### src/rtl/mem_pkg.sv
// Shared types and fixed scratch addresses for the data-memory path.
package mem_pkg;

  typedef enum logic [1:0] {INIT, IDLE, RESP} mem_state_t;

  localparam int unsigned ADDR_S1       = 42;
  localparam int unsigned ADDR_S2       = 43;
  localparam int unsigned ADDR_LUT_BASE = 55;
  localparam int unsigned ADDR_LUT_END  = 62;
  localparam int unsigned ADDR_HALF     = 64;
  localparam int unsigned ADDR_TOP      = 128;

endpackage

### src/rtl/data_mem_array.sv
// 2**AW x DW storage with a synchronous write port and a registered read port; no reset.
module data_mem_array #(
  parameter int unsigned AW = 8,
  parameter int unsigned DW = 8
) (
  input  logic          clk_i,
  input  logic          we_i,
  input  logic [AW-1:0] waddr_i,
  input  logic [DW-1:0] wdata_i,
  input  logic          re_i,
  input  logic [AW-1:0] raddr_i,
  output logic [DW-1:0] rdata_o
);

  logic [DW-1:0] mem_q [2**AW];
  logic [DW-1:0] rdata_q;

  always_ff @(posedge clk_i) begin
    if (we_i) mem_q[waddr_i] <= wdata_i;
    if (re_i) rdata_q <= mem_q[raddr_i];
  end

  assign rdata_o = rdata_q;

endmodule

### src/rtl/data_mem_responder.sv
// Load/store responder for the data memory: post-reset zero-fill sweep, then
// valid/ready request and read-response channels against a 2**AW x DW array.
module data_mem_responder
  import mem_pkg::*;
#(
  parameter int unsigned AW         = 8,
  parameter int unsigned DW         = 8,
  parameter int unsigned INIT_CLEAR = 1
) (
  input  logic          CLK,
  input  logic          Reset,
  input  logic          ReqValid,
  output logic          ReqReady,
  input  logic          ReqWrite,
  input  logic [AW-1:0] DataAddress,
  input  logic [DW-1:0] DataIn,
  output logic          RespValid,
  input  logic          RespReady,
  output logic [DW-1:0] DataOut,
  output logic          WriteDone,
  output logic          InitBusy
);

  mem_state_t    state_q, state_d;
  logic [AW-1:0] cnt_q, cnt_d;
  logic          resp_valid_q, resp_valid_d;
  logic          write_done_q, write_done_d;
  logic          init_busy_q, init_busy_d;
  logic          has_data_q, has_data_d;

  logic          req_fire;
  logic          mem_we;
  logic [AW-1:0] mem_waddr;
  logic [DW-1:0] mem_wdata;
  logic          mem_re;
  logic [DW-1:0] mem_rdata;

  // A new request is only taken in RESP when the current response drains this cycle.
  assign ReqReady = (state_q == IDLE) || ((state_q == RESP) && RespReady);
  assign req_fire = ReqValid && ReqReady;

  always_comb begin
    state_d      = state_q;
    cnt_d        = cnt_q;
    resp_valid_d = resp_valid_q;
    write_done_d = 1'b0;
    init_busy_d  = init_busy_q;
    has_data_d   = has_data_q;
    mem_we       = 1'b0;
    mem_waddr    = DataAddress;
    mem_wdata    = DataIn;
    mem_re       = 1'b0;

    unique case (state_q)
      INIT: begin
        mem_we    = 1'b1;
        mem_waddr = cnt_q;
        mem_wdata = '0;
        cnt_d     = cnt_q + AW'(1);
        if (cnt_q == '1) begin
          state_d     = IDLE;
          init_busy_d = 1'b0;
        end
      end
      IDLE, RESP: begin
        if (req_fire) begin
          if (ReqWrite) begin
            mem_we       = 1'b1;
            write_done_d = 1'b1;
            resp_valid_d = 1'b0;
            state_d      = IDLE;
          end else begin
            mem_re       = 1'b1;
            has_data_d   = 1'b1;
            resp_valid_d = 1'b1;
            state_d      = RESP;
          end
        end else if ((state_q == RESP) && RespReady) begin
          resp_valid_d = 1'b0;
          state_d      = IDLE;
        end
      end
      default: state_d = IDLE;
    endcase
  end

  always_ff @(posedge CLK or posedge Reset) begin
    if (Reset) begin
      state_q      <= (INIT_CLEAR != 0) ? INIT : IDLE;
      cnt_q        <= '0;
      resp_valid_q <= 1'b0;
      write_done_q <= 1'b0;
      init_busy_q  <= (INIT_CLEAR != 0);
      has_data_q   <= 1'b0;
    end else begin
      state_q      <= state_d;
      cnt_q        <= cnt_d;
      resp_valid_q <= resp_valid_d;
      write_done_q <= write_done_d;
      init_busy_q  <= init_busy_d;
      has_data_q   <= has_data_d;
    end
  end

  data_mem_array #(
    .AW (AW),
    .DW (DW)
  ) u_array (
    .clk_i   (CLK),
    .we_i    (mem_we),
    .waddr_i (mem_waddr),
    .wdata_i (mem_wdata),
    .re_i    (mem_re),
    .raddr_i (DataAddress),
    .rdata_o (mem_rdata)
  );

  // The read register has no reset, so mask it until the first load lands.
  assign DataOut   = has_data_q ? mem_rdata : '0;
  assign RespValid = resp_valid_q;
  assign WriteDone = write_done_q;
  assign InitBusy  = init_busy_q;

endmodule
### config.mk
export PLATFORM = sky130hd
export DESIGN_NAME = data_mem_responder
export DESIGN_NICKNAME = d
export VERILOG_FILES = /design/src/rtl/mem_pkg.sv /design/src/rtl/data_mem_array.sv /design/src/rtl/data_mem_responder.sv
export SDC_FILE = /design/constraint.sdc
export NUM_CORES = 2
export LEC_CHECK = 0
export BUFFER_PORTS_ARGS = -buffer_cell sky130_fd_sc_hd__buf_4
export CAP_MARGIN = 5
export CORE_MARGIN = 2
export CORE_UTILIZATION = 55
export DETAILED_ROUTE_END_ITERATION = 10
export PLACE_DENSITY = 0.7
export SLEW_MARGIN = 15
export SYNTH_ARGS = -nofsm -noshare
export SYNTH_HDL_FRONTEND = slang
export SYNTH_SLANG_ARGS = --single-unit
export TNS_END_PERCENT = 5
### constraint.sdc
create_clock -name CLK -period 8.9 [get_ports CLK]
set_clock_uncertainty 0.05 [all_clocks]
set_input_delay 1.78 -clock CLK [delete_from_list [all_inputs] [get_ports CLK]]
set_output_delay 1.78 -clock CLK [all_outputs]
set_load 0.1 [all_outputs]
Yosys cells after proc, flatten, opt, wreduce, memory -nomap -nowiden
Memories as Yosys holds them, arrays and structs flattened. A register that Yosys moved wholly into a read port is not among the register bits.
Index checks and enable logic that the tools add are counted.
{"block": "classes", "add_sub_neg": 1, "n_eq_ne": 5, "muxes": 19, "bitwise_logic": 1, "n_reduce_logical": 10}
{"operator": "$mux 8", "n": 3}
{"operator": "$mux 1", "n": 10}
{"operator": "$add 8x1->8 const B", "n": 1}
{"operator": "$eq 8x8->1 const B", "n": 1}
{"operator": "$mux 2", "n": 4}
{"operator": "$reduce_and 2->1", "n": 3}
{"operator": "$pmux 2 s2", "n": 1}
{"operator": "$ne 3x3->1 const B", "n": 1}
{"operator": "$reduce_and 3->1", "n": 1}
{"operator": "$eq 2x1->1 const B", "n": 1}
{"operator": "$eq 2x2->1 const B", "n": 1}
{"operator": "$logic_and 1x1->1", "n": 2}
{"operator": "$logic_not 2->1", "n": 1}
{"operator": "$ne 2x2->1 const B", "n": 1}
{"operator": "$pmux 1 s2", "n": 1}
{"operator": "$reduce_bool 2->1", "n": 1}
{"operator": "$reduce_or 2->1", "n": 1}
{"operator": "$logic_or 1x1->1", "n": 1}
{"operator": "$not 1->1", "n": 1}
{"block": "totals", "ff_bits": 14, "ram_bits": 2048, "inputBits": 21, "output_inout_bits": 12, "wordCells": 43, "memories": 1}
{"memory": "u_array.mem_q", "depth": 256, "word_bits": 8, "read_ports": 1, "rd_clocked_by_memory_dff": 1, "write_ports": 1, "line": "data_mem_array.sv:15", "text": "logic [DW-1:0] mem_q [2**AW];"}

Depth between registers and ports, before layout
{"block": "logic_depth", "ltp_word": 8, "mapped_depth": 11, "ltp_nobuf": 8}

Hierarchy
Synthesis repeated with hierarchy kept, for this count alone.
{"block": "hier_totals", "cells_unflattened": 3816, "area_unflattened_um2": 80497.2}
{"module": "data_mem_array", "n_inst": 1, "cells_each": 3733, "area_per_inst_um2": 79636.4, "seq_area_each_um2": 61739.2}
{"module": "data_mem_responder", "n_inst": 1, "cells_each": 83, "area_per_inst_um2": 860.8, "seq_area_each_um2": 351.6}

Least setup slack after synthesis
OpenSTA, ideal clock, no wires.
{"block": "synth_path", "path_kind": "input-to-reg", "startpoint": "in DataIn[0]", "endpoint": "mem u_array.mem_q[0][0], data pin", "setup_ns": 1.446, "arrival_ns": 7.925, "required_ns": 7.404, "slack_ns": -0.521, "cell_stages": 1, "n_path_buf": 0, "path_cell_list": "nor2b_1"}
{"block": "synth_via", "elab_chain_len": 1}
{"element": "start: declaration", "line": "data_mem_responder.sv:16", "text": "input logic [DW-1:0] DataIn,"}
{"element": "$mux 8", "line": "data_mem_responder.sv:54", "text": "unique case (state_q)"}
{"element": "end: declaration", "line": "data_mem_array.sv:15"}
Every way passes these cells.

==> impl_results.md <==
- Status: finished clean
- Clock Sinks: 2070
- Iteration-0 DRC Markers: 4835
- Slew Limit Headroom: 0.104
- Most common cell after layout, fill and taps aside: edfxtp_1
- Die Ht: 386 um
- Post-CTS setup buffers: 0
- Final Hold Fails: 0
- Die width: 386 um
- Ports: 33
- CTS Root Cell: clkbuf_16
- Worst-Skew Late Latency: 0.82 ns
- Vias per inst: about 6.5
- Post-Syn Area: 0.0804 mm^2
- Grt ovf: 0
- Count of cell types in the netlist: 59
- Post-synth EDFFs: 2056
- Tcrit/Tclk final: 0.578
- Dpl cell area: 0.0826 mm^2
- DP HPWL: 107 mm
- CP Max Fanout: 59
- DR pass1 iterations: 6
- Flops & latches, synth: 2070
- DR vias: 39.2k
- Design Area, Final: around 0.09 mm^2
- CP Capture Type: flip-flop
- TritonCTS buffer count: just under 200
- Worst r2r path cells: 7
- Fillers: 9857
- DRC viols: 0
- Setup TNS: 0 ns
- Tot GR Track Use: 0.249
- Post-cts sizing count: 0
- RD Place Congestion: 0.882
- Final Net Count: between 3k and 4k
- Vias in the first global route: 38.9k
- H-tree Lvls: 4
- Post-synth ARST share: 0.00676
- Drt total wl: 184 mm
- TritonCTS clock tree: done
- Leakage: 27.6 nW
- Cells after synthesis: 3866
- Worst Hold End: InitBusy
- RSZ-0062 raised after global routing: false
- Max-cap violation count: 0
- Hold Slack: 0.453 ns
- Commonest non-fill, non-tap cells in the layout: edfxtp_1 (2056), mux4_2 (437), nor2_1 (301)
- First-pass GRT wire length: 269 mm
- Placeable Area: 0.145 mm^2
- RR Startpoint: state_q[0]
- Syn nets: 3892
- Routed len/inst: 30.6 um
- Synthesized area per cell: between 20 and 25 um^2
- Clk buf depth: 3
- Worst Setup Start Kind: primary input
- Buffers added on ports: 32
- Area Overhead vs Synth: 10.4%
- Tmin final: 5.15 ns
- Largest net degree at the start of global routing: 217
- Register area share after synthesis: 0.773
- Clk pin slew, worst setup/hold paths: 0.07 ns
- Slew Limit Fails: 0
- PD cells: approximately 250 mW/mm^2
- Hold path startpoint: InitBusy
- CTS Hold Buffers Added: 0
- Hold Path Depth: 2
- Yosys warning total: 0
- Die area: 0.149 mm^2
- Setup-failing EPs final: 0
- Antenna Nets Post-Route: 0
- Tightest Pin Transition: 1.33 ns
- Initial core utilization: 0.553
- RR Endpoint: u_array.mem_q[160][1]
- Rows: 140
- R2R setup slack: roughly 4.2 ns
- Initial antenna violation count: 5
- Fmax: ~190 MHz
- Worst hold path class: flip-flop to flip-flop
- Worst EP required: 9.36 ns
- Crit Path Class: primary input to flip-flop
- Critical path data arrival time: 5.61 ns
- Share of cells above drive strength 1: 0.218
- Ys flop type: edfxtp_1
- Peak VDD IR: 0.226 mV
[per-layer routing]
| metal | GRT usage | routed length [um] | up-vias |
|---|---|---|---|
| met2 | 0.383 | 87100 | 2056 |
| met5 | 0 | 39 | - |
| met1 | 0.357 | 73400 | 20500 |
| met4 | 0.0937 | 7030 | 6 |
| li1 | - | - | 16300 |
| met3 | 0.0530 | 16500 | 388 |
[per-stage QoR]
step           instances  setup slack (ns)  utilization  total power [mW]
6_report            6011              3.75        0.610              22.1
5_1_grt             6010              3.65        0.610              22.7
4_1_cts             6008              3.81        0.610              22.1
3_5_place_dp        5641              2.89        0.568              14.3
3_3_place_gp        5636              2.48        0.567              14.2
2_1_floorplan       3866              2.54            -              13.3
[power breakdown]
group | switching (mW) | leakage [nW] | internal, mW | total [mW]
clock network | 3.50 | 3.00 | 4.49 | 7.99
registers | 0.0516 | 18.9 | 11.7 | 11.7
logic | 1.87 | 5.75 | 0.463 | 2.34
[area by class of cell]
class	count	area, um^2	area share
Clock buffer	248	5210	0.0587
Multi-Input combinational cell	1547	17100	0.193
Inverter	10	37.5	0.000423
Tap cell	1917	2400	0.0270
Timing Repair Buffer	98	958	0.0108
Antenna cell	2	5.00	0.0000564
Sequential cell	2070	62100	0.700
Clock inverter	119	941	0.0106
[worst max path at each step]
stage	depth (start not counted)	startpoint	to
after floorplan	1	DataIn[0]	u_array.mem_q[0][0]
after global placement	8	DataAddress[0]	u_array.rdata_o[6]
after detailed placement	8	DataAddress[0]	u_array.rdata_o[5]
after CTS	8	DataAddress[0]	u_array.rdata_o[5]
after global routing	8	DataAddress[0]	u_array.rdata_o[3]
final	8	DataAddress[0]	u_array.rdata_o[3]
[state kept, by name, indices dropped and copies added, names as in the netlist]
signal           flops
InitBusy             1
RespValid            1
WriteDone            1
cnt_q                8
has_data_q           1
state_q              2
u_array.mem_q     2048
u_array.rdata_o      8
[cell families after synthesis]
group,share of synthesized area
simple gates,0.0270
fa+ha+maj,0.000779
xor+xnor,0.000763
mux,0.143
buf+inv,0.0175
compound gates,0.0388
flops,0.773
[synth_stat cells, types with 3 or more instances]
cell	instances	area [um^2]
dfrtp_1	13	325
a21o_1	12	90.1
xnor2_1	5	43.8
edfxtp_1	2056	61700
a221oi_1	24	210
o21ai_0	31	155
a211oi_1	10	75.1
buf_4	36	270
clkbuf_1	93	349
or2_2	5	31.3
o221ai_1	41	359
and4_1	3	26.3
a21oi_1	95	475
mux2_2	33	372
nor2_1	304	1140
or3_1	3	18.8
a31oi_1	12	75.1
o22ai_1	36	225
nor3_1	5	25.0
nand2_1	68	255
ha_1	5	62.6
inv_1	9	33.8
nand4_1	4	25.0
nand2b_1	9	56.3
buf_1	9	33.8
mux4_2	437	9840
buf_2	73	365
nand3_1	11	55.1
nor2b_1	18	113
mux2i_1	124	1240
a22oi_1	159	1190
a22o_1	20	175
buf_6	21	236
nor4_1	32	200
and3_1	7	43.8
and2_1	11	68.8
buf_8	6	90.1
[critical path: stages]
cell and delay (ns):
buf_8 0.44, buf_4 0.72, mux4_2 0.62, a22o_1 0.29
a221oi_1 0.22, o22ai_1 0.23, nor4_1 1.05, nor4_1 0.19
Note: power is estimated with default switching activity, not from simulation.
